## src/rtl/button_command_scheduler_pkg.sv

```systemverilog
// Shared types and helpers for the button command scheduler.
package button_sched_pkg;

  typedef enum logic [1:0] {
    ST_IDLE    = 2'd0,
    ST_ISSUE   = 2'd1,
    ST_WAIT    = 2'd2,
    ST_HOLDOFF = 2'd3
  } t_btnsched_state;

  typedef logic [1:0] t_cmd_code;

  // Clock cycles in `ms` milliseconds at `fclk` Hz (integer arithmetic).
  function automatic int unsigned ms_to_cycles(input int unsigned fclk, input int unsigned ms);
    return fclk / 1000 * ms;
  endfunction

endpackage

```

## src/rtl/button_command_scheduler_if.sv

```systemverilog
// Button bank / tester command port bundle. master = scheduler side.
interface button_command_scheduler_if;
  import button_sched_pkg::*;

  logic [3:0] i_btns_deb;
  logic       i_cmd_ready;
  logic       i_op_done;
  logic       o_cmd_valid;
  t_cmd_code  o_cmd_code;
  logic       o_busy;
  logic       o_pending;
  logic       o_dropped;
  logic       o_timeout;

  modport master (
    input  i_btns_deb, i_cmd_ready, i_op_done,
    output o_cmd_valid, o_cmd_code, o_busy, o_pending, o_dropped, o_timeout
  );

  modport slave (
    output i_btns_deb, i_cmd_ready, i_op_done,
    input  o_cmd_valid, o_cmd_code, o_busy, o_pending, o_dropped, o_timeout
  );
endinterface

```

## src/rtl/button_command_scheduler_pending.sv

```systemverilog
// One-entry pending command store. A push into a full slot is discarded
// and flagged, unless the slot is popped in the same cycle.
module pending_cmd_slot
  import button_sched_pkg::*;
(
  input  logic      i_clk,
  input  logic      i_rst_n,
  input  logic      i_push,
  input  t_cmd_code i_push_code,
  input  logic      i_pop,
  output logic      o_occupied,
  output t_cmd_code o_code,
  output logic      o_dropped
);

  logic      occ_q, occ_d;
  t_cmd_code code_q, code_d;
  logic      drop_q, drop_d;

  // Next slot contents: pop first, then accept a push if room was made.
  always_comb begin
    occ_d  = occ_q;
    code_d = code_q;
    drop_d = 1'b0;
    if (i_pop) occ_d = 1'b0;
    if (i_push) begin
      if (!occ_q || i_pop) begin
        occ_d  = 1'b1;
        code_d = i_push_code;
      end else begin
        drop_d = 1'b1;
      end
    end
  end

  // Slot registers.
  always_ff @(posedge i_clk or negedge i_rst_n) begin
    if (!i_rst_n) begin
      occ_q  <= 1'b0;
      code_q <= '0;
      drop_q <= 1'b0;
    end else begin
      occ_q  <= occ_d;
      code_q <= code_d;
      drop_q <= drop_d;
    end
  end

  assign o_occupied = occ_q;
  assign o_code     = code_q;
  assign o_dropped  = drop_q;

endmodule

```

## src/rtl/button_command_scheduler.sv

```systemverilog
// Turns debounced button rises into tester commands: valid/ready issue,
// completion wait with watchdog, then a holdoff before the next issue.
// Optional feature macro: SF_TESTER_AUTO_REPEAT_EN (held button re-issues
// when the holdoff expires).
module button_command_scheduler
  import button_sched_pkg::*;
#(
  parameter int unsigned FCLK       = 20000000,
  parameter int unsigned HOLDOFF_MS = 1,
  parameter int unsigned TIMEOUT_MS = 500
) (
  input logic                        i_clk_mhz,
  input logic                        i_rst_mhz_n,
  button_command_scheduler_if.master bus
);

  localparam int unsigned c_holdoff = ms_to_cycles(FCLK, HOLDOFF_MS);
  localparam int unsigned c_timeout = ms_to_cycles(FCLK, TIMEOUT_MS);
  localparam int unsigned TW        = $clog2(c_timeout);

  // Both terminals must be reachable by the shared timer.
  if (c_holdoff < 2 || c_timeout < 2 || c_holdoff > c_timeout) begin : g_bad_cfg
    $error("button_command_scheduler: holdoff/timeout cycle counts out of range");
  end

  localparam logic [TW-1:0] TO_LAST = TW'(c_timeout - 1);
  localparam logic [TW-1:0] HO_LAST = TW'(c_holdoff - 1);

  t_btnsched_state state_q, state_d;
  logic [TW-1:0]   timer_q, timer_d;
  logic [3:0]      btns_prev_q, btns_prev_d;
  logic            cmd_valid_q, cmd_valid_d;
  t_cmd_code       cmd_code_q, cmd_code_d;
  logic            busy_q, busy_d;
  logic            timeout_q, timeout_d;

  logic [3:0] rise;
  logic       rise_any;
  t_cmd_code  rise_code;
  logic       push, pop;
  t_cmd_code  push_code;
  logic       slot_occ, slot_drop;
  t_cmd_code  slot_code;

  // Rising-edge detect; lowest index wins when several rise together.
  always_comb begin
    btns_prev_d = bus.i_btns_deb;
    rise        = bus.i_btns_deb & ~btns_prev_q;
    rise_any    = |rise;
    rise_code   = '0;
    for (int i = 3; i >= 0; i--) if (rise[i]) rise_code = t_cmd_code'(i);
  end

  // Next state, slot control, and registered-output values.
  always_comb begin
    state_d    = state_q;
    cmd_code_d = cmd_code_q;
    timeout_d  = 1'b0;
    push       = 1'b0;
    push_code  = rise_code;
    pop        = 1'b0;
    case (state_q)
      ST_IDLE: begin
        if (slot_occ) begin
          // Pending command goes first; a same-cycle rise refills the slot.
          state_d    = ST_ISSUE;
          cmd_code_d = slot_code;
          pop        = 1'b1;
          push       = rise_any;
        end else if (rise_any) begin
          state_d    = ST_ISSUE;
          cmd_code_d = rise_code;
        end
      end
      ST_ISSUE: begin
        push = rise_any;
        if (bus.i_cmd_ready) state_d = ST_WAIT;
      end
      ST_WAIT: begin
        push = rise_any;
        if (bus.i_op_done) begin
          state_d = ST_HOLDOFF;
        end else if (timer_q == TO_LAST) begin
          state_d   = ST_HOLDOFF;
          timeout_d = 1'b1;
        end
      end
      ST_HOLDOFF: begin
        push = rise_any;
        if (timer_q == HO_LAST) begin
          state_d = ST_IDLE;
`ifdef SF_TESTER_AUTO_REPEAT_EN
          // Still holding the last button: queue it as a fresh press.
          if (!rise_any && !slot_occ && bus.i_btns_deb[cmd_code_q]) begin
            push      = 1'b1;
            push_code = cmd_code_q;
          end
`endif
        end
      end
      default: state_d = ST_IDLE;
    endcase

    // Timer restarts on every state change and saturates at its terminal.
    if (state_d != state_q)    timer_d = '0;
    else if (timer_q == TO_LAST) timer_d = timer_q;
    else                       timer_d = timer_q + 1'b1;

    cmd_valid_d = (state_d == ST_ISSUE);
    busy_d      = (state_d != ST_IDLE);
  end

  // State, timer and output registers.
  always_ff @(posedge i_clk_mhz or negedge i_rst_mhz_n) begin
    if (!i_rst_mhz_n) begin
      state_q     <= ST_IDLE;
      timer_q     <= '0;
      btns_prev_q <= '0;
      cmd_valid_q <= 1'b0;
      cmd_code_q  <= '0;
      busy_q      <= 1'b0;
      timeout_q   <= 1'b0;
    end else begin
      state_q     <= state_d;
      timer_q     <= timer_d;
      btns_prev_q <= btns_prev_d;
      cmd_valid_q <= cmd_valid_d;
      cmd_code_q  <= cmd_code_d;
      busy_q      <= busy_d;
      timeout_q   <= timeout_d;
    end
  end

  pending_cmd_slot u_slot (
    .i_clk       (i_clk_mhz),
    .i_rst_n     (i_rst_mhz_n),
    .i_push      (push),
    .i_push_code (push_code),
    .i_pop       (pop),
    .o_occupied  (slot_occ),
    .o_code      (slot_code),
    .o_dropped   (slot_drop)
  );

  assign bus.o_cmd_valid = cmd_valid_q;
  assign bus.o_cmd_code  = cmd_code_q;
  assign bus.o_busy      = busy_q;
  assign bus.o_pending   = slot_occ;
  assign bus.o_dropped   = slot_drop;
  assign bus.o_timeout   = timeout_q;

endmodule

```

## src/flat_wrapper.sv

```systemverilog
// flat-port wrapper written by rule: the top's interface ports become plain ports
module button_command_scheduler_flat import button_sched_pkg::*;
#(
  parameter int unsigned FCLK       = 20000000,
  parameter int unsigned HOLDOFF_MS = 1,
  parameter int unsigned TIMEOUT_MS = 500
)
  (i_clk_mhz, i_rst_mhz_n, bus_i_btns_deb, bus_i_cmd_ready, bus_i_op_done, bus_o_cmd_valid, bus_o_cmd_code, bus_o_busy, bus_o_pending, bus_o_dropped, bus_o_timeout);
  button_command_scheduler_if bus_i ();
  input logic i_clk_mhz;
  input logic i_rst_mhz_n;
  input wire logic [$bits(bus_i.i_btns_deb)-1:0] bus_i_btns_deb;
  input wire logic [$bits(bus_i.i_cmd_ready)-1:0] bus_i_cmd_ready;
  input wire logic [$bits(bus_i.i_op_done)-1:0] bus_i_op_done;
  output wire logic [$bits(bus_i.o_cmd_valid)-1:0] bus_o_cmd_valid;
  output wire logic [$bits(bus_i.o_cmd_code)-1:0] bus_o_cmd_code;
  output wire logic [$bits(bus_i.o_busy)-1:0] bus_o_busy;
  output wire logic [$bits(bus_i.o_pending)-1:0] bus_o_pending;
  output wire logic [$bits(bus_i.o_dropped)-1:0] bus_o_dropped;
  output wire logic [$bits(bus_i.o_timeout)-1:0] bus_o_timeout;
  assign bus_i.i_btns_deb = bus_i_btns_deb;
  assign bus_i.i_cmd_ready = bus_i_cmd_ready;
  assign bus_i.i_op_done = bus_i_op_done;
  assign bus_o_cmd_valid = bus_i.o_cmd_valid;
  assign bus_o_cmd_code = bus_i.o_cmd_code;
  assign bus_o_busy = bus_i.o_busy;
  assign bus_o_pending = bus_i.o_pending;
  assign bus_o_dropped = bus_i.o_dropped;
  assign bus_o_timeout = bus_i.o_timeout;
  button_command_scheduler #(.FCLK(FCLK), .HOLDOFF_MS(HOLDOFF_MS), .TIMEOUT_MS(TIMEOUT_MS)) u_core (.i_clk_mhz(i_clk_mhz), .i_rst_mhz_n(i_rst_mhz_n), .bus(bus_i));
endmodule
```

## config.mk

```make
export PLATFORM = sky130hd
export DESIGN_NAME = button_command_scheduler_flat
export DESIGN_NICKNAME = d
export VERILOG_FILES = /design/src/rtl/button_command_scheduler_pkg.sv /design/src/rtl/button_command_scheduler_if.sv /design/src/rtl/button_command_scheduler_pending.sv /design/src/rtl/button_command_scheduler.sv /design/src/flat_wrapper.sv
export SDC_FILE = /design/constraint.sdc
export NUM_CORES = 1
export LEC_CHECK = 0
export ABC_AREA = 1
export CELL_PAD_IN_SITES_DETAIL_PLACEMENT = 1
export CELL_PAD_IN_SITES_GLOBAL_PLACEMENT = 1
export CORE_UTILIZATION = 35
export DETAILED_ROUTE_END_ITERATION = 8
export PLACE_DENSITY = 0.75
export RECOVER_POWER = 100
export SKIP_CTS_REPAIR_TIMING = 1
export SLEW_MARGIN = 20
export SYNTH_ARGS = -nofsm -noshare
export SYNTH_HDL_FRONTEND = slang
export SYNTH_SLANG_ARGS = --single-unit
```

## constraint.sdc

```tcl
create_clock -name i_clk_mhz -period 2.7 [get_ports i_clk_mhz]
set_input_delay 0.54 -clock i_clk_mhz [delete_from_list [all_inputs] [get_ports i_clk_mhz]]
set_output_delay 0.54 -clock i_clk_mhz [all_outputs]
set_load 0.02 [all_outputs]
```

== Yosys cells after proc, flatten, opt, wreduce, memory -nomap -nowiden ==
Cells that the tools add are included.

* Flip-flop bits (word level): 39
* Logic and storage cells: 57
* Output and inout port bits: 7

* Equal/unequal tests: 8
* Reduce and logical (&&, ||, !) cells: 9
* $add $sub $neg: 1
* Mux-type cells: 27
* Bitwise operators: 2

{| class="wikitable"
|+ Operators with widths
! cell !! count
|-
| $mux 24 || 2
|-
| $add 24x1->24 const B || 1
|-
| $eq 24x15->1 const B || 1
|-
| $eq 24x24->1 const B || 1
|-
| $mux 2 || 12
|-
| $mux 1 || 11
|-
| $pmux 2 s4 || 1
|-
| $and 4x4->4 || 1
|-
| $eq 2x1->1 const B || 2
|-
| $eq 2x2->1 const B || 2
|-
| $not 4->4 || 1
|-
| $reduce_and 2->1 || 2
|-
| $reduce_bool 2->1 || 2
|-
| $reduce_or 4->1 || 1
|-
| $reduce_or 3->1 || 1
|-
| $logic_not 2->1 || 1
|-
| $ne 2x2->1 || 1
|-
| $ne 2x2->1 const B || 1
|-
| $pmux 1 s2 || 1
|-
| $logic_not 1->1 || 1
|-
| $logic_or 1x1->1 || 1
|}

== Depth between registers and ports, before layout ==
Gate-level depths: netlist of the first run.

* Word-level depth: 8
* Depth in mapped cells: 12
* Gate-level depth less buffers: 12

== By module ==
A second synthesis of the first run with hierarchy kept.

* Cell total of the unflattened synthesis: 265
* Area, all modules: 2148.3 µm²

{| class="wikitable"
|+ By module, submodules not included
! module !! area an instance (µm²) !! instances !! seq. area each (µm²) !! cells each
|-
| button_command_scheduler || 1995.7 || 1 || 875.8 || 249
|-
| pending_cmd_slot || 152.6 || 1 || 100.1 || 16
|}

== Worst setup path after synthesis of the first run ==
No wires, ideal clock.

* Path type: register -> register
* Start: reg u_core.timer_q[0]
* End: reg u_core.timer_q[17]
* Path slack: 1.063 ns
* Clock period less this slack: 1.637 ns
* Arrival time: 1.520 ns
* Cell stages (with the launch flop): 12
* Cells stage by stage: dfrtp_1 -> ha_1 -> nand3_1 -> nor2_1 -> nand3_2 -> nand2_1 -> nor2_1 -> nand3_1 -> nand2_1 -> inv_1 -> nor2_1 -> nor2_2

* Word-level cells in the longest chain between the ends: 6
* Elaborated cells between the ends (all ways): 11

{| class="wikitable"
|+ RTL lines
! element !! RTL line !! source
|-
| start, declared || button_command_scheduler.sv:30 || <nowiki>logic [TW-1:0] timer_q, timer_d;</nowiki>
|-
| start signal, assigned || button_command_scheduler.sv:125 || <nowiki>timer_q <= timer_d;</nowiki>
|-
| $eq 24x24->1 || button_command_scheduler.sv:83, button_command_scheduler.sv:106 ||
|-
| $mux 2 || button_command_scheduler.sv:83 || <nowiki>end else if (timer_q == TO_LAST) begin</nowiki>
|-
| $mux 2 || button_command_scheduler.sv:81 || <nowiki>if (bus.i_op_done) begin</nowiki>
|-
| $pmux 2 s4 || button_command_scheduler.sv:62 || <nowiki>case (state_q)</nowiki>
|-
| $ne 2x2->1 || button_command_scheduler.sv:105 || <nowiki>if (state_d != state_q) timer_d = '0;</nowiki>
|-
| $ne 2x2->1 (no line) / $mux 24 (equally long branches) || -- ||
|}

Several ways; a longest one is shown, not always the timed one. The select of a mux whose other input is x is not followed.
A chain may end at the register's enable or synchronous reset.

== Final worst setup path of the first run ==
* Start: in bus_i_btns_deb[2]
* End: reg u_core.timer_q[12]

* Word-level cells in the longest chain between the ends: 7
* Elaborated cells between the ends (all ways): 8

{| class="wikitable"
|+ RTL lines
! element !! RTL line !! source
|-
| start, declared || flat_wrapper.sv:12 || <nowiki>input wire logic [$bits(bus_i.i_btns_deb)-1:0] bus_i_btns_deb;</nowiki>
|-
| $and 4x4->4 * || button_command_scheduler.sv:48 || <nowiki>rise = bus.i_btns_deb & ~btns_prev_q;</nowiki>
|-
| $reduce_or 4->1 * || button_command_scheduler.sv:49 || <nowiki>rise_any = |rise;</nowiki>
|-
| $mux 2 * || button_command_scheduler.sv:70 || <nowiki>end else if (rise_any) begin</nowiki>
|-
| $mux 2 * || button_command_scheduler.sv:64 || <nowiki>if (slot_occ) begin</nowiki>
|-
| $pmux 2 s4 * || button_command_scheduler.sv:62 ||
|-
| net u_core.state_d[0] || button_command_scheduler.sv:29 || <nowiki>t_btnsched_state state_q, state_d;</nowiki>
|-
| $ne 2x2->1 * || button_command_scheduler.sv:105 ||
|-
| $ne 2x2->1 (no line) / $mux 24 (equally long branches) || -- ||
|}

The timed path passes the listed nets; every way through them passes the cells marked *.

==> summary.txt, run 1 <==
Clock tree buffer depth: 2
ANT nets after route: 0
Post-synth cell types: 29
Most instantiated cells after synthesis: 55 x nand2_1, 44 x nor2_1, 39 x dfrtp_1, 39 x inv_1, 20 x nor2_2
Final Hold Fails: 0
Antenna violations before repair: 0
Unrepaired setup endpoints after global routing: false
Critical Path Source Type: primary input
Initial Util: 36.7%
Total GRT Usage: 19.1%
Critical path's largest stage delay: 0.55 ns
DR iter-0 viols: 64
H-tree depth: 2
Final Skew: 0.00871 ns
Final period utilization: 81.3%
Max FO, Critical Path: 24
Number of synthesized flops with an enable pin: 0
Port bufs: 14
CTS Buf Count: 5
Worst R2R End: u_core.timer_q[17]$_DFFE_PN0P_
Synth warnings: 0
Sequential share of the synthesized area: 44.7%
CTS sink cnt: 39
Fin nets: 307
Worst EP arrival: 2.41 ns
Hpwl dp: 3920 um
DRT Wirelength: 5320 um
Ys async rst share: 100%
Post-Synthesis Cells: 279
Yosys top cell by area: dfrtp_1
Placer's final routability congestion estimate: 0.818
Share of layout cells above drive strength 1: 7.69%
Most frequent cell after synthesis: nand2_1
Slew headroom: 33.7%
Top_reg_cell synth: dfrtp_1
Crit. End Element: register
Achievable frequency: 455 MHz
Worst VDD drop: 318 uV
Synth Cell Area: 2180 um^2
Slowest stage cell on the critical path: dlygate4sd3_1
Crit path buf inv count: 1
Largest net degree at the start of global routing: 40
Status: completed
Root Buffer: clkbuf_8
Critical Path RT: 2.92 ns
LEAKAGE: 1.10 nW
Slew @ Worst Pin: 0.995 ns
Synthesized flop and latch total: 39
Final Max Slew Viols: 0
Die Y: 81.0 um
Average size of a mapped cell: 7.83 um^2
DIE WIDTH: 81.0 um
Total number of vias: 1786
Final setup viols: 0
Top delay family on crit path: simple AND/OR/NAND/NOR gates
Power per cell area: 656 nW/um^2
Drt pass-1 iters: 4
Post-synth top area share: 44.7%
Most used cell, CP: nand2_1
Core footprint: 5960 um^2
Clock latency on the worst-skew pair: 0.30 ns
Final Core Density: 41.3%
Wire length per cell: 14.2 um
Vias in the first global route: 1901
R2r worst-path depth: 11
DR vias/cell: 4.78
Worst r2r src: u_core.timer_q[0]$_DFFE_PN0P_
Mapped Nets: 288
DRC Markers: 0
Min Tclk post-route: 2.20 ns
Crit path cell chain: dlygate4sd3_1 > nand2_1 > o21ai_0 > nor2_1 > nand2_1 > nand2_1 > nand4_1 > nand2_1 > nand2_4 > nor2_1
HP Class: primary input to asynchronous set/reset pin
IO Pins: 15
Max-cap viol count: 0
Aggregate global routing overflow: 0
Dominant cells by area after synthesis: dfrtp_1 45%, nand2_1 9.5%, nor2_1 7.6%, inv_1 6.7%, nor2_2 5.7%
# diodes: 0
Area growth syn-to-layout: 12.7%
CTS tree: done
Setup slack, reg-to-reg: 0.50 ns
Fin Setup TNS: 0 ns
Crit Path Category: primary input to register
Row Count: 28
First-pass GRT wire length: 9290 um
Critical Path Stages: 10
Total die area: 6560 um^2
Clock transition at path regs: 0.08 ns
==> worst max path at each step <==
stage,startpoint,to,slack (ns)
after detailed placement,bus_i_btns_deb[3],u_core.timer_q[12]$_DFFE_PN0P_,0.28
after global routing,bus_i_btns_deb[2],u_core.timer_q[20]$_DFFE_PN0P_,0.29
after CTS,bus_i_btns_deb[3],u_core.timer_q[12]$_DFFE_PN0P_,0.60
final,bus_i_btns_deb[2],u_core.timer_q[12]$_DFFE_PN0P_,0.50
after global placement,bus_i_btns_deb[3],u_core.timer_q[12]$_DFFE_PN0P_,0.41
after floorplan,u_core.timer_q[0]$_DFFE_PN0P_,u_core.timer_q[17]$_DFFE_PN0P_,1.06
==> state kept, by name, indices dropped and copies added (netlist names) <==
| signal | flops |
|---|---|
| u_core.bus.o_cmd_code | 2 |
| u_core.u_slot.o_dropped | 1 |
| u_core.u_slot.o_code | 2 |
| u_core.state_q | 2 |
| u_core.btns_prev_q | 4 |
| u_core.bus.o_busy | 1 |
| u_core.timer_q | 24 |
| u_core.bus.o_timeout | 1 |
| u_core.u_slot.o_occupied | 1 |
| u_core.bus.o_cmd_valid | 1 |
==> cell usage in the layout (no fill, tap or decap), drive strengths merged, types with 2 or more instances in the layout <==
cell type and instances:
a21oi 3, nand3b 2, clkbuf 7, bufinv 2
nor2 66, o22ai 3, nand3 13, o21ai 11
nor4 3, xor2 9, dfrtp 39, clkdlybuf4s50 2
nand2 59, nand4 10, inv 40, nor3 10
dlygate4sd3 11, o31ai 2, or2 2
==> stage by stage <==
step / total power, mW / cells / setup slack [ns] / cell area (um^2) / hold slack (ns)
after floorplan: 1.02 / 279 / 1.06 / 2180 / 0.244
after global placement: 1.08 / 366 / 0.409 / 2390 / 0.471
after detailed placement: 1.09 / 366 / 0.285 / 2390 / 0.474
after CTS: 1.69 / 374 / 0.601 / 2520 / 0.410
after global routing: 1.71 / 374 / 0.293 / 2460 / 0.510
final: 1.61 / 374 / 0.504 / 2460 / 0.404
==> worst register-to-register path: stages, from the launching register on <==
cell and delay (ns):
dfrtp_1 0.42, ha_1 0.27, nand3_1 0.19, nor2_1 0.08
nand3_1 0.28, nand2_1 0.19, nor2_1 0.24, nand3_1 0.13
nand2_1 0.09, inv_1 0.04, nor2_1 0.11, nor2_2 0.05
==> metal layers <==
layer  track usage, %  routed length (um)  vias to the layer above
li1                 -                   -                      923
met1             25.4                2710                      840
met2             30.4                2410                       16
met3             3.93                 113                        7
met4             6.96                  84                        0
met5                0                   0                        -
==> kinds of logic (layout without fill, tap and decap cells) <==
logic type                 after synthesis  after routing  synth area share (%)
xor gates and xnor gates                10             10                  4.01
buffers and inverters                   42             62                  7.91
and+or+nand+nor                        166            166                  37.1
adders and majority gates                1              1                 0.573
muxes                                    1              1                 0.516
AOI/OAI and AO/OA                       20             20                  5.16
DFF                                     39             39                  44.7
==> report_power, final <==
part / leakage (nW) / total, mW / internal [mW] / switching [mW]
registers: 0.503 / 0.709 / 0.646 / 0.0632
clock network: 0.0654 / 0.582 / 0.370 / 0.213
logic: 0.528 / 0.322 / 0.115 / 0.207
total: 1.10 / 1.61 / 1.13 / 0.483
==> final cells by class <==
cell class | instances | area, um^2
fill | 761 | 3500
sequential | 39 | 976
multi-input combinational | 198 | 972
inverter | 40 | 150
timing repair buffer | 14 | 135
tap | 75 | 93.8
clock buffer | 6 | 72.6
clock inverter | 2 | 60.1
Power figures use the tool's default switching activity.
==> run 2, diff against run 1 <==
--- a/config.mk
+++ b/config.mk
@@ -10,7 +10,7 @@
 export CELL_PAD_IN_SITES_GLOBAL_PLACEMENT = 1
 export CORE_UTILIZATION = 35
 export DETAILED_ROUTE_END_ITERATION = 8
-export PLACE_DENSITY = 0.75
+export PLACE_DENSITY = 0.77
 export RECOVER_POWER = 100
 export SKIP_CTS_REPAIR_TIMING = 1
 export SLEW_MARGIN = 20
==> constraint.sdc (replaced) <==
create_clock -name i_clk_mhz -period 1.8 [get_ports i_clk_mhz]
set_input_delay 0.36 -clock i_clk_mhz [delete_from_list [all_inputs] [get_ports i_clk_mhz]]
set_output_delay 0.36 -clock i_clk_mhz [all_outputs]
set_load 0.02 [all_outputs]
==> run 2 against run 1 <==
Compared with the run above:
- die area did not move
- flip-flop and latch count did not move
- sequential share of layout area fell by 4.1 points
- first-iteration DRC count rose by 63%
- critical path depth fell by 2
- wire length rose by 9.5%
- total power rose by 53%
- clock-buffer cell count did not move
- final area rose by 12%
- worst setup slack got worse by 0.49 ns
- clock skew rose by 0.0024 ns
- largest power group unchanged
==> summary.txt, run 2 (synthesis gave the netlist of run 1 again) <==
Core footprint: 5960 um^2 (unchanged)
Power per cell area: 894 nW/um^2 (+36%)
Min Tclk post-route: 1.79 ns
Hpwl dp: 4250 um (+8.4%)
Setup slack, reg-to-reg: 0.01 ns (-0.49 ns)
R2r worst-path depth: 8 (-3)
Critical path's largest stage delay: 0.42 ns (-0.13 ns)
Max FO, Critical Path: 3 (-88%)
DR iter-0 viols: 104 (+63%)
Slowest stage cell on the critical path: dfrtp_2
DIE WIDTH: 81.0 um (unchanged)
Fin nets: 336 (+9.4%)
Initial Util: 36.7% (unchanged)
Most frequent cells in the layout: 55 x nand2_1, 42 x nor2_1, 39 x inv_1
CTS sink cnt: 39 (unchanged)
ANT nets after route: 0 (unchanged)
Max-cap viol count: 0 (unchanged)
Unrepaired setup endpoints after global routing: true
Crit. End Element: register
Area growth syn-to-layout: 26.3%
Final Skew: 0.0111 ns (+0.00244 ns)
Crit path cell chain: ha_4 > nand4_1 > nor2_2 > nand3_2 > nor3_4 > nand2_1 > xor2_1 > nor2_2
Total die area: 6560 um^2 (unchanged)
Worst R2R End: u_core.timer_q[20]$_DFFE_PN0P_
DR vias/cell: 4.95 (+3.7%)
Crit Path Category: register to register
Slew @ Worst Pin: 0.993 ns (-0.00191 ns)
Largest register by flop count: u_core.timer_q
Final period utilization: 99.2%
Power, Total: 2.46 mW (+53%)
Achievable frequency: 560 MHz
Fin Setup TNS: 0 ns (unchanged)
DRT Wirelength: 5830 um (+9.5%)
DRC Markers: 0 (unchanged)
Worst VDD drop: 629 uV (+98%)
Most used cell, CP: nor2_2
Critical Path RT: 1.99 ns (-0.93 ns)
Placer's final routability congestion estimate: 0.807 (-1.4%)
Total number of vias: 1990 (+11%)
Post-route setup slack: 0.0140 ns (-0.490 ns)
Worst r2r src: u_core.timer_q[0]$_DFFE_PN0P_
CTS Buf Count: 5 (unchanged)
IO Pins: 15 (unchanged)
Die Y: 81.0 um (unchanged)
Setup WS pre-CTS: -0.244 ns (-0.529 ns)
Row Count: 28 (unchanged)
Clock latency on the worst-skew pair: 0.30 ns (about the same)
CTS tree: done
Critical Path Source Type: register
H-tree depth: 2 (unchanged)
LEAKAGE: 1.22 nW (+12%)
Aggregate global routing overflow: 0 (unchanged)
Status: completed
Largest net degree at the start of global routing: 40 (unchanged)
Max FFs per register: 24 (unchanged)
Final Hold Fails: 0 (unchanged)
Final setup viols: 0 (unchanged)
Fin Hold WS: 0.301 ns (-0.103 ns)
Port bufs: 14 (unchanged)
Worst EP arrival: 1.97 ns (-0.44 ns)
Cell Area, Placed: 2580 um^2 (+8.0%)
Slew headroom: 33.8% (+0.13 points)
First-pass GRT wire length: 9740 um (+4.8%)
Total GRT Usage: 19.9% (+0.82 points)
Vias in the first global route: 2086 (+9.7%)
# diodes: 0 (unchanged)
Clock transition at path regs: 0.08 ns (about the same)
HP Class: primary input to asynchronous set/reset pin
Regs by FF count: u_core.timer_q (24), u_core.btns_prev_q (4)
Antenna violations before repair: 0 (unchanged)
Finished Cell Area: 2760 um^2 (+12%)
Root Buffer: clkbuf_8
Final Max Slew Viols: 0 (unchanged)
Wire length per cell: 14.5 um (+1.9%)
Clock tree buffer depth: 2 (unchanged)
Drt pass-1 iters: 4 (unchanged)
Share of layout cells above drive strength 1: 24.2% (+16 points)
Most common cell after layout, fill and taps aside: nand2_1
==> run 2: metal layers <==
layer / track usage, % / part of all wire [%]
met5: 0 / 0
met4: 5.89 / 1.6
met3: 4.16 / 2.6
met2: 33.4 / 48
met1: 25.5 / 47
==> run 2: worst max-delay path: cells and delay by family (launching register included) <==
family	cells	cell delay, ns
flip-flops	1	0.42
AND/OR/NAND/NOR	6	0.94
XOR/XNOR	1	0.17
adder cells (fa/ha/maj)	1	0.16
==> run 2: through the flow <==
| stage | util (%) | std cells |
|---|---|---|
| 6_report | 46.3 | 402 |
| 5_1_grt | 46.3 | 402 |
| 2_1_floorplan | - | 279 |
| 3_3_place_gp | 43.3 | 388 |
| 3_5_place_dp | 43.3 | 388 |
| 4_1_cts | 44.8 | 395 |
==> run 2: power by group <==
group	internal, mW	leakage (nW)	total, mW	switching, mW
Clock	0.301	0.0470	0.626	0.325
Combinational	0.345	0.678	0.758	0.413
Sequential	0.973	0.499	1.08	0.107
Total	1.62	1.22	2.46	0.845
==> run 2: worst max path at each step <==
stage / cells after the start / end / from / slack (ns)
floorplan: 11 / u_core.timer_q[17]$_DFFE_PN0P_ / u_core.timer_q[0]$_DFFE_PN0P_ / 0.16
global placement: 11 / u_core.timer_q[15]$_DFFE_PN0P_ / bus_i_btns_deb[3] / -0.12
detailed placement: 11 / u_core.timer_q[15]$_DFFE_PN0P_ / bus_i_btns_deb[3] / -0.24
CTS: 9 / u_core.timer_q[21]$_DFFE_PN0P_ / u_core.timer_q[0]$_DFFE_PN0P_ / -0.05
global route: 8 / u_core.timer_q[20]$_DFFE_PN0P_ / u_core.timer_q[0]$_DFFE_PN0P_ / -0.11
finish: 8 / u_core.timer_q[20]$_DFFE_PN0P_ / u_core.timer_q[0]$_DFFE_PN0P_ / 0.01
==> run 2: final cells by class <==
class / instances / area, um^2
clock buffer: 6 / 82.6
clock inverter: 1 / 5.00
fill: 738 / 3200
inverter: 40 / 150
multi-input combinational: 198 / 1070
sequential: 39 / 980
tap: 75 / 93.8
timing repair buffer: 43 / 372
==> run 3, diff against run 2 <==
--- a/config.mk
+++ b/config.mk
@@ -10,7 +10,7 @@
 export CELL_PAD_IN_SITES_GLOBAL_PLACEMENT = 1
 export CORE_UTILIZATION = 35
 export DETAILED_ROUTE_END_ITERATION = 8
-export PLACE_DENSITY = 0.77
+export PLACE_DENSITY = 0.67
 export RECOVER_POWER = 100
 export SKIP_CTS_REPAIR_TIMING = 1
 export SLEW_MARGIN = 20
==> run 3 against run 2 <==
Compared with the run above:
- the flow now finishes with violations (negative setup slack)
- total power rose by 6.2%
- wire length rose by 6.8%
- clock power fell by 3%
- register-to-register slack got worse by 0.10 ns
- final area rose by 5.7%
- global-route usage rose by 0.70 points
- non-clock buffer count rose by 7
- flip-flop and latch count did not move
- final cell count rose by 1.7%
- first-iteration DRC count fell by 37%
- fmax fell by 5.3%
==> summary.txt, run 3 (synthesis gave the netlist of run 1 again) <==
Crit. End Element: register
Die Y: 81.0 um (unchanged)
Power per cell area: 898 nW/um^2 (+0.49%)
Crit Path Category: register to register
Vias in the first global route: 2010 (-3.6%)
Max FFs per register: 24 (unchanged)
Power, Total: 2.62 mW (+6.2%)
Port bufs: 14 (unchanged)
Row Count: 28 (unchanged)
IO Pins: 15 (unchanged)
Aggregate global routing overflow: 0 (unchanged)
Worst R2R End: u_core.timer_q[20]$_DFFE_PN0P_
Total GRT Usage: 20.6% (+0.70 points)
Drt pass-1 iters: 4 (unchanged)
DRT Wirelength: 6230 um (+6.8%)
LEAKAGE: 1.28 nW (+4.9%)
Root Buffer: clkbuf_8
Antenna violations before repair: 0 (unchanged)
Slew headroom: 32.5% (-1.3 points)
Unrepaired setup endpoints after global routing: true
Clock tree buffer depth: 2 (unchanged)
DR vias/cell: 4.82 (-2.6%)
R2r worst-path depth: 8 (unchanged)
Fin Setup TNS: -0.571 ns (-0.571 ns)
Critical Path RT: 1.99 ns (about the same)
CTS Buf Count: 5 (unchanged)
Placer's final routability congestion estimate: 0.826 (+2.4%)
Post-placement cell count: 397 (+2.3%)
Wire length per cell: 15.2 um (+5.0%)
Achievable frequency: 530 MHz (-5.3%)
Fin nets: 343 (+2.1%)
Total number of vias: 1971 (-0.95%)
WL met3: 123 um (-20%)
Total die area: 6560 um^2 (unchanged)
Fin Hold WS: 0.306 ns (+0.00501 ns)
DR top layer: met4
Setup WS pre-CTS: -0.216 ns (+0.0276 ns)
CTS sink cnt: 39 (unchanged)
Worst EP arrival: 2.07 ns (+0.10 ns)
# diodes: 0 (unchanged)
Min Tclk post-route: 1.89 ns (+0.0997 ns)
DRC Markers: 0 (unchanged)
Largest net degree at the start of global routing: 40 (unchanged)
Area growth syn-to-layout: 33.5%
Status: complete, but fails checks
Clock transition at path regs: 0.08 ns (about the same)
Final Hold Fails: 0 (unchanged)
Finished Cell Area: 2920 um^2 (+5.7%)
Final setup viols: 23 (+23)
Max FO, Critical Path: 3 (unchanged)
HP Class: primary input to asynchronous set/reset pin
Worst r2r src: u_core.timer_q[0]$_DFFE_PN0P_
Regs by FF count: u_core.timer_q (24), u_core.btns_prev_q (4)
Final Max Slew Viols: 0 (unchanged)
Most frequent cells in the layout: 54 x nand2_1, 39 x inv_1, 38 x dfrtp_1
Wl on met1: 3120 um (+13%)
Clock latency on the worst-skew pair: 0.29 ns (about the same)
DIE WIDTH: 81.0 um (unchanged)
Final Skew: 0.0104 ns (-0.000765 ns)
Filler cell count: 741 (+0.41%)
H-tree depth: 2 (unchanged)
Wire length on met2: 2910 um (+3.3%)
Final period utilization: 105% (+5.5 points)
Critical Path Source Type: register
First-pass GRT wire length: 10200 um (+4.5%)
Slew @ Worst Pin: 1.01 ns (+0.0190 ns)
CTS tree: done
Max-cap viol count: 0 (unchanged)
Worst VDD drop: 441 uV (-30%)
Largest register by flop count: u_core.timer_q
Cell Area, Placed: 2660 um^2 (+3.1%)
Final Core Density: 48.9% (+2.6 points)
Initial Util: 36.7% (unchanged)
Core footprint: 5960 um^2 (unchanged)
Final Non-Filler Cells: 409 (+1.7%)
Most common cell after layout, fill and taps aside: nand2_1
DR iter-0 viols: 66 (-37%)
Hpwl dp: 4660 um (+9.7%)
Failing checks: negative setup slack
ANT nets after route: 0 (unchanged)
Setup slack, reg-to-reg: -0.09 ns (-0.10 ns)
Post-route setup slack: -0.0857 ns (-0.0997 ns)
Share of layout cells above drive strength 1: 28.4% (+4.3 points)
-- run 3: report_power, final --
group | switching [mW] | internal (mW)
Clock | 0.307 | 0.301
Combinational | 0.486 | 0.455
Sequential | 0.0983 | 0.971
Total | 0.891 | 1.73
-- run 3: critical path, cell delays in order (launching register included) --
cell	delay (ns)
dfrtp_1	0.43
ha_4	0.17
nand4_1	0.21
nor2_2	0.24
nand3_2	0.13
nor3_4	0.26
nand2_2	0.09
xor2_2	0.20
nor2_2	0.05
-- run 3: layout make-up --
cell class	count	area (um^2)	share of cell area, %
Multi-Input combinational cell	198	1140	39.3
Sequential cell	39	977	33.5
Timing Repair Buffer	50	462	15.8
Inverter	40	150	5.15
Tap cell	75	93.8	3.22
Clock buffer	6	82.6	2.83
Clock inverter	1	5.00	0.172
-- run 3: worst max path at each step --
stage                             startpoint                        endpoint  slack (ns)  cells past startpoint
4_1_cts        u_core.timer_q[0]$_DFFE_PN0P_  u_core.timer_q[20]$_DFFE_PN0P_       -0.21                      8
5_1_grt        u_core.timer_q[0]$_DFFE_PN0P_  u_core.timer_q[20]$_DFFE_PN0P_       -0.25                      8
3_3_place_gp               bus_i_btns_deb[3]  u_core.timer_q[20]$_DFFE_PN0P_       -0.13                     11
6_report       u_core.timer_q[0]$_DFFE_PN0P_  u_core.timer_q[20]$_DFFE_PN0P_       -0.09                      8
3_5_place_dp               bus_i_btns_deb[3]  u_core.timer_q[20]$_DFFE_PN0P_       -0.22                     11
2_1_floorplan  u_core.timer_q[0]$_DFFE_PN0P_  u_core.timer_q[17]$_DFFE_PN0P_        0.16                     11
-- run 3: per-layer routing --
metal / global-route usage, % / up-vias
met5: 0 / -
met4: 5.36 / 0
met3: 3.60 / 8
met2: 31.3 / 21
met1: 29.9 / 951
li1: - / 991
